===== src/rtl/rgb_frame_ctrl_pkg.sv =====
// Shared definitions for the RGB frame sequencing controller: default
// pixel word size and the controller state encoding.
package rgb_frame_ctrl_pkg;

  localparam int BITS_PER_PIXEL_DEF = 24;

  typedef enum logic [1:0] {
    ST_SYNC      = 2'd0,
    ST_IDLE      = 2'd1,
    ST_ACTIVE    = 2'd2,
    ST_SATURATED = 2'd3
  } frame_state_e;

endpackage


===== src/rtl/rgb_pix_fifo.sv =====
// Two-entry pixel buffer with registered head; a push into a full buffer
// is accepted only when a pop happens in the same cycle.
module rgb_pix_fifo #(
  parameter int WIDTH = 32
) (
  input  logic             clk,
  input  logic             rst,
  input  logic             push,
  input  logic [WIDTH-1:0] push_data,
  input  logic             pop,
  output logic [WIDTH-1:0] head,
  output logic             valid,
  output logic             full
);

  logic [WIDTH-1:0] head_r;
  logic [WIDTH-1:0] tail_r;
  logic [1:0]       cnt_r;
  logic             do_pop_s;
  logic             do_push_s;

  assign do_pop_s  = pop & (cnt_r != 2'd0);
  assign do_push_s = push & ((cnt_r != 2'd2) | do_pop_s);

  assign head  = head_r;
  assign valid = (cnt_r != 2'd0);
  assign full  = (cnt_r == 2'd2);

  // Storage update: head always holds the oldest entry, tail the newer one.
  always_ff @(posedge clk or posedge rst) begin
    if (rst) begin
      head_r <= '0;
      tail_r <= '0;
      cnt_r  <= 2'd0;
    end else begin
      case (cnt_r)
        2'd0: begin
          if (do_push_s) begin
            head_r <= push_data;
            cnt_r  <= 2'd1;
          end
        end
        2'd1: begin
          if (do_push_s && do_pop_s) begin
            head_r <= push_data;
          end else if (do_pop_s) begin
            cnt_r <= 2'd0;
          end else if (do_push_s) begin
            tail_r <= push_data;
            cnt_r  <= 2'd2;
          end
        end
        2'd2: begin
          if (do_pop_s) begin
            head_r <= tail_r;
            if (do_push_s) begin
              tail_r <= push_data;
            end else begin
              cnt_r <= 2'd1;
            end
          end
        end
        default: cnt_r <= 2'd0;
      endcase
    end
  end

endmodule


===== src/rtl/rgb_frame_ctrl.sv =====
// Frames the decoded serial bit stream into numbered pixel words, buffers
// them for the downstream converter and reports frame boundaries/errors.
module rgb_frame_ctrl
  import rgb_frame_ctrl_pkg::*;
#(
  parameter int BITS_PER_PIXEL = BITS_PER_PIXEL_DEF,
  parameter int MAX_PIXELS     = 256,
  parameter int PIX_IDX_W      = 8
) (
  input  logic                      clk,
  input  logic                      rst,
  input  logic                      bit_in,
  input  logic                      bit_strobe,
  input  logic                      stream_reset,
  output logic [BITS_PER_PIXEL-1:0] pix_data,
  output logic [PIX_IDX_W-1:0]      pix_idx,
  output logic                      pix_valid,
  input  logic                      pix_ready,
  output logic                      frame_start,
  output logic                      frame_done,
  output logic [PIX_IDX_W:0]        frame_pix_cnt,
  output logic                      err_overflow,
  output logic                      err_partial
);

  localparam int BIT_CNT_W = $clog2(BITS_PER_PIXEL);
  localparam int FIFO_W    = BITS_PER_PIXEL + PIX_IDX_W;
  localparam logic [BIT_CNT_W-1:0] LAST_BIT = BIT_CNT_W'(BITS_PER_PIXEL - 1);
  localparam logic [BIT_CNT_W-1:0] BIT_ONE  = BIT_CNT_W'(1);
  localparam logic [PIX_IDX_W:0]   PIX_MAX  = (PIX_IDX_W + 1)'(MAX_PIXELS);
  localparam logic [PIX_IDX_W:0]   PIX_ONE  = (PIX_IDX_W + 1)'(1);

  frame_state_e              state_r;
  logic                      sr_prev_r;
  logic [BITS_PER_PIXEL-2:0] shift_r;
  logic [BIT_CNT_W-1:0]      bit_cnt_r;
  logic [PIX_IDX_W:0]        pix_cnt_r;
  logic                      frame_start_r;
  logic                      frame_done_r;
  logic [PIX_IDX_W:0]        frame_pix_cnt_r;
  logic                      err_overflow_r;
  logic                      err_partial_r;

  logic                      sr_rise_s;
  logic                      acc_s;
  logic                      push_s;
  logic [FIFO_W-1:0]         push_word_s;
  logic [FIFO_W-1:0]         fifo_head_s;
  logic                      fifo_full_s;
  logic                      fifo_valid_s;

  // A strobe during the line-idle period never carries pixel data.
  assign sr_rise_s   = stream_reset & ~sr_prev_r;
  assign acc_s       = bit_strobe & ~stream_reset;
  assign push_s      = (state_r == ST_ACTIVE) & acc_s & (bit_cnt_r == LAST_BIT);
  assign push_word_s = {shift_r, bit_in, pix_cnt_r[PIX_IDX_W-1:0]};

  rgb_pix_fifo #(
    .WIDTH(FIFO_W)
  ) u_pix_fifo (
    .clk       (clk),
    .rst       (rst),
    .push      (push_s),
    .push_data (push_word_s),
    .pop       (pix_ready),
    .head      (fifo_head_s),
    .valid     (fifo_valid_s),
    .full      (fifo_full_s)
  );

  assign pix_data      = fifo_head_s[FIFO_W-1 -: BITS_PER_PIXEL];
  assign pix_idx       = fifo_head_s[PIX_IDX_W-1:0];
  assign pix_valid     = fifo_valid_s;
  assign frame_start   = frame_start_r;
  assign frame_done    = frame_done_r;
  assign frame_pix_cnt = frame_pix_cnt_r;
  assign err_overflow  = err_overflow_r;
  assign err_partial   = err_partial_r;

  // Framing state machine with its registered pulses and sticky errors.
  always_ff @(posedge clk or posedge rst) begin
    if (rst) begin
      state_r         <= ST_SYNC;
      sr_prev_r       <= 1'b0;
      shift_r         <= '0;
      bit_cnt_r       <= '0;
      pix_cnt_r       <= '0;
      frame_start_r   <= 1'b0;
      frame_done_r    <= 1'b0;
      frame_pix_cnt_r <= '0;
      err_overflow_r  <= 1'b0;
      err_partial_r   <= 1'b0;
    end else begin
      sr_prev_r     <= stream_reset;
      frame_start_r <= 1'b0;
      frame_done_r  <= 1'b0;
      if (push_s && fifo_full_s && !pix_ready) begin
        err_overflow_r <= 1'b1;
      end
      case (state_r)
        ST_SYNC: begin
          if (sr_rise_s) begin
            state_r <= ST_IDLE;
          end
        end
        ST_IDLE: begin
          if (acc_s) begin
            state_r       <= ST_ACTIVE;
            shift_r       <= (BITS_PER_PIXEL - 1)'(bit_in);
            bit_cnt_r     <= BIT_ONE;
            pix_cnt_r     <= '0;
            frame_start_r <= 1'b1;
          end
        end
        ST_ACTIVE, ST_SATURATED: begin
          if (sr_rise_s) begin
            state_r         <= ST_IDLE;
            frame_done_r    <= 1'b1;
            frame_pix_cnt_r <= pix_cnt_r;
            bit_cnt_r       <= '0;
            if (bit_cnt_r != '0) begin
              err_partial_r <= 1'b1;
            end
          end else if (acc_s && (state_r == ST_ACTIVE)) begin
            // A dropped word still consumes its index so the gap is visible.
            if (bit_cnt_r == LAST_BIT) begin
              bit_cnt_r <= '0;
              pix_cnt_r <= pix_cnt_r + PIX_ONE;
              if ((pix_cnt_r + PIX_ONE) == PIX_MAX) begin
                state_r <= ST_SATURATED;
              end
            end else begin
              shift_r   <= {shift_r[BITS_PER_PIXEL-3:0], bit_in};
              bit_cnt_r <= bit_cnt_r + BIT_ONE;
            end
          end
        end
        default: state_r <= ST_SYNC;
      endcase
    end
  end

endmodule


===== config.mk =====
export PLATFORM = sky130hd
export DESIGN_NAME = rgb_frame_ctrl
export DESIGN_NICKNAME = d
export VERILOG_FILES = /design/src/rtl/rgb_frame_ctrl_pkg.sv /design/src/rtl/rgb_pix_fifo.sv /design/src/rtl/rgb_frame_ctrl.sv
export SDC_FILE = /design/constraint.sdc
export NUM_CORES = 1
export LEC_CHECK = 0
export ABC_AREA = 1
export CAP_MARGIN = 20
export CORE_UTILIZATION = 35
export CTS_BUF_LIST = sky130_fd_sc_hd__clkbuf_2
export DETAILED_ROUTE_END_ITERATION = 8
export HOLD_SLACK_MARGIN = 0.1
export PLACE_DENSITY_LB_ADDON = 0.15
export SLEW_MARGIN = 20
export SYNTH_ARGS = -nofsm -noshare
export SYNTH_HDL_FRONTEND = slang
export SYNTH_SLANG_ARGS = --single-unit

===== constraint.sdc =====
create_clock -name clk -period 5.2 [get_ports clk]
set_input_delay 1.56 -clock clk [delete_from_list [all_inputs] [get_ports clk]]
set_output_delay 1.56 -clock clk [all_outputs]
set_load 0.05 [all_outputs]

==> metrics.md <==
| Metric | Value |
|---|---|
| Status | `finished with violations` |
| Failing checks | `design-rule violations` |
| Syn_nets | `a little over 600` |
| Setup slack, reg-to-reg | `around 2.3 ns` |
| Die X | `roughly 130 um` |
| Final hold slack | `about 0.48 ns` |
| Main area contributors after synthesis | `dfrtp_1 56%, nand2_1 11%, o21ai_0 11%, inv_1 6.2%, o21ai_2 4.6%` |
| Nature of the critical path endpoint | `output port` |
| Post-CTS Resized | `0` |
| YS warnings | `0` |
| Antenna Nets Post-Route | `0` |
| Largest net degree at the start of global routing | `72` |
| Total Neg Setup Slack | `0 ns` |
| R2r endpoint | `u_pix_fifo.head[23]$_DFFE_PP0P_` |
| PD cells | `534.0 mW/mm2` |
| Worst-path clk slew | `0.15 ns` |
| Routability cong. | `approximately 0.82` |
| DIE AREA | `0.01577 mm2` |
| CTS tree | `built` |
| Critical R2R Launch | `state_r[1]$_DFFE_PP0P_` |
| HP Class | `flop to flop` |
| Initial Utilization | `0.3636` |
| Global-route wire length before repair | `around 20,000 um` |
| Crit path depth | `3` |
| CP Data Arrival Time | `2.28 ns` |
| Critical path startpoint category | `flop` |
| Buf/Inv on CP | `2` |
| Critical path class | `flop to output port` |
| Sequential share of the synthesized area | `0.5571` |
| F_max | `~260 MHz` |
| Critical Path Source | `u_pix_fifo.cnt_r[0]$_DFFE_PP0P_` |
| Global Route Usage Sum | `0.1558` |
| Layout cells sized above 1 | `0.1068` |
| Initial antenna violation count | `0` |
| Routed length per instance | `approximately 13 um` |
| CTS Buf Count | `17` |
| FP Rows | `between 40 and 50` |
| Final core occ | `0.4200` |
| R2R depth | `9` |
| # port buffers | `slightly above 50` |
| Leakage power total | `~2.8 nW` |
| Clock root buffer | `clkbuf_2` |
| Syn avg cell area | `approximately 8.7 um2` |
| Synthesized netlist cell count | `approximately 610` |
| Post-route minimum period | `3.838 ns` |
| Tightest Pin Transition | `0.9888 ns` |
| Routed vias | `4,046` |
| Hold buffer count at cts | `0` |
| CP max stage delay | `0.86 ns` |
| Dpl cells | `slightly above 800` |
| Skew-Pair Late Insertion Delay | `0.68 ns` |
| Yosys top cell area share | `0.5571` |
| Cell Area, Synth | `between 0.005 and 0.006 mm2` |
| Clk_skew | `about 0.025 ns` |
| Core area | `roughly 0.015 mm2` |
| Final slew viol count | `0` |
| Initial DRC count | `260` |
| Flops & latches, synth | `119` |
| Hold_sp | `err_partial$_DFFE_PP0P_` |
| Crit-path slowest cell | `clkdlybuf4s50_1` |
| # DRC | `3` |
| Total wire length | `roughly 11,000 um` |
| Max cap viols | `0` |
| HPWL Detailed | `7092 um` |
| Number of diodes | `0` |
| Post-CTS setup buffer count | `0` |
| Layout Nets | `a little under 700` |
| Ports | `52` |
| Post-synth cell types | `33` |
| Clk buf depth | `2` |
| First-pass DRT Iterations | `6` |
| Cell taking the most area after synthesis | `dfrtp_1` |
| Unrepaired setup endpoints after global routing | `false` |
| CP required | `between 3 and 4 ns` |
| GR Overflow Total | `0` |
| CP max FO | `3` |
| Finished Layout Cells | `between 800 and 900` |
| Critical Path End | `pix_valid` |
| Peak VDD IR | `0.2201 mV` |
| Final Hold Viols | `0` |
| Hold path cells | `1` |
| Num Clock Sinks | `119` |
| Vias in the first global route | `a little over 4,000` |
| CTS H-tree lvls | `4` |
| Vias per inst | `4.716` |
| Final setup viols | `0` |
| Slew HR | `0.3408` |
| Delay-heaviest family, CP | `buffers and inverters` |
| CP cell instances | `inv_1 > nand2_1 > clkdlybuf4s50_1` |
| Fin crit share | `0.7380` |
| Die span in y | `approximately 130 um` |
| P&R area growth vs syn | `15.50%` |
==> stage by stage <==
step	setup WS [ns]	power (mW)	cell area [um2]
4_1_cts	1.282	3.349	6173
6_report	1.362	3.297	6173
3_3_place_gp	1.239	2.839	6008
3_5_place_dp	1.187	2.855	6008
2_1_floorplan	0.4825	2.404	5345
5_1_grt	1.206	3.551	6173
==> sequential cells by signal (all words and copies together) (netlist names) <==
name,flops
frame_done,1
frame_pix_cnt,9
state_r,2
err_partial,1
shift_r,23
err_overflow,1
sr_prev_r,1
u_pix_fifo.tail_r,32
pix_cnt_r,9
frame_start,1
bit_cnt_r,5
u_pix_fifo.head,32
u_pix_fifo.cnt_r,2
==> logic make-up (layout without fill, tap and decap cells) <==
| family | count (synthesis) | after routing | share of synthesized area |
|---|---|---|---|
| adder cells (fa/ha/maj) | 4 | 4 | 0.009364 |
| XOR/XNOR | 2 | 2 | 0.003278 |
| AND/OR/NAND/NOR | 214 | 214 | 0.1648 |
| flip-flops | 119 | 119 | 0.5571 |
| multiplexers | 1 | 1 | 0.002107 |
| AO/OA/AOI/OAI | 155 | 155 | 0.1714 |
| buffers and inverters | 118 | 179 | 0.09199 |
==> worst min path at each step <==
stage	endpoint
5_1_grt	err_partial$_DFFE_PP0P_
3_5_place_dp	err_partial$_DFFE_PP0P_
3_3_place_gp	err_partial$_DFFE_PP0P_
2_1_floorplan	state_r[0]$_DFFE_PP0P_
6_report	err_partial$_DFFE_PP0P_
4_1_cts	err_partial$_DFFE_PP0P_
==> per-layer routing <==
| metal | wire, um | GRT usage |
|---|---|---|
| met5 | 0 | 0 |
| met4 | 218 | 0.07317 |
| met3 | 506 | 0.04750 |
| met2 | 4776 | 0.2320 |
| met1 | 5282 | 0.2070 |
==> placed cells by master (no fill, tap or decap), drive strengths merged, types with 8 or more instances in the layout <==
| cell | synthesis | routed |
|---|---|---|
| nand3 | 33 | 33 |
| nand2 | 160 | 160 |
| clkdlybuf4s50 | 0 | 51 |
| o21ai | 144 | 144 |
| clkinv | 1 | 8 |
| clkbuf | 18 | 21 |
| inv | 90 | 90 |
| nor2 | 15 | 15 |
| buf | 9 | 8 |
| dfrtp | 119 | 119 |
==> where the power goes <==
group | total [mW] | internal (mW) | switching, mW
Clock | 0.479 | 0.164 | 0.316
Sequential | 1.35 | 1.18 | 0.179
Combinational | 1.46 | 0.459 | 1.00
Total | 3.30 | 1.80 | 1.50
==> cell type report <==
cell class / instances / area [um2]
Sequential cell: 119 / 2978
Tap cell: 184 / 230.2
Clock inverter: 8 / 60.06
Fill cell: 1489 / 8526
Clock buffer: 21 / 105.1
Inverter: 91 / 346.6
Timing Repair Buffer: 59 / 570.5
Multi-Input combinational cell: 376 / 1883
==> Yosys cell counts <==
cell       number
o2bb2ai_1       1
inv_4           1
nor2_2          1
a21o_1          1
nand4_1         2
inv_2           1
a22oi_4         1
o32ai_1         1
nand2_4         1
nor3_4          1
o21bai_1        1
nand2_2         2
a211oi_1        1
clkbuf_1       18
mux2_2          1
buf_2           1
clkinv_1        1
xor2_1          2
o22ai_1         1
o21ai_0       114
o21ai_2        28
o21ai_1         2
nor3_1          3
buf_6           6
o31ai_1         1
nand2_1       157
a21oi_1         3
nand3_1        33
ha_1            4
buf_1           2
inv_1          88
nor2_1         14
dfrtp_1       119
==> worst reg2reg max path, cell delays in order, from the launching register on <==
cell and delay, ns:
dfrtp_1 1.02, inv_2 0.16, nor2_2 0.19, nand2_4 0.09, inv_4 0.13, nand2_2 0.07
a22oi_4 0.55, buf_4 0.44, nand2_1 0.14, o21ai_2 0.07
Power figures use the tool's default switching activity.
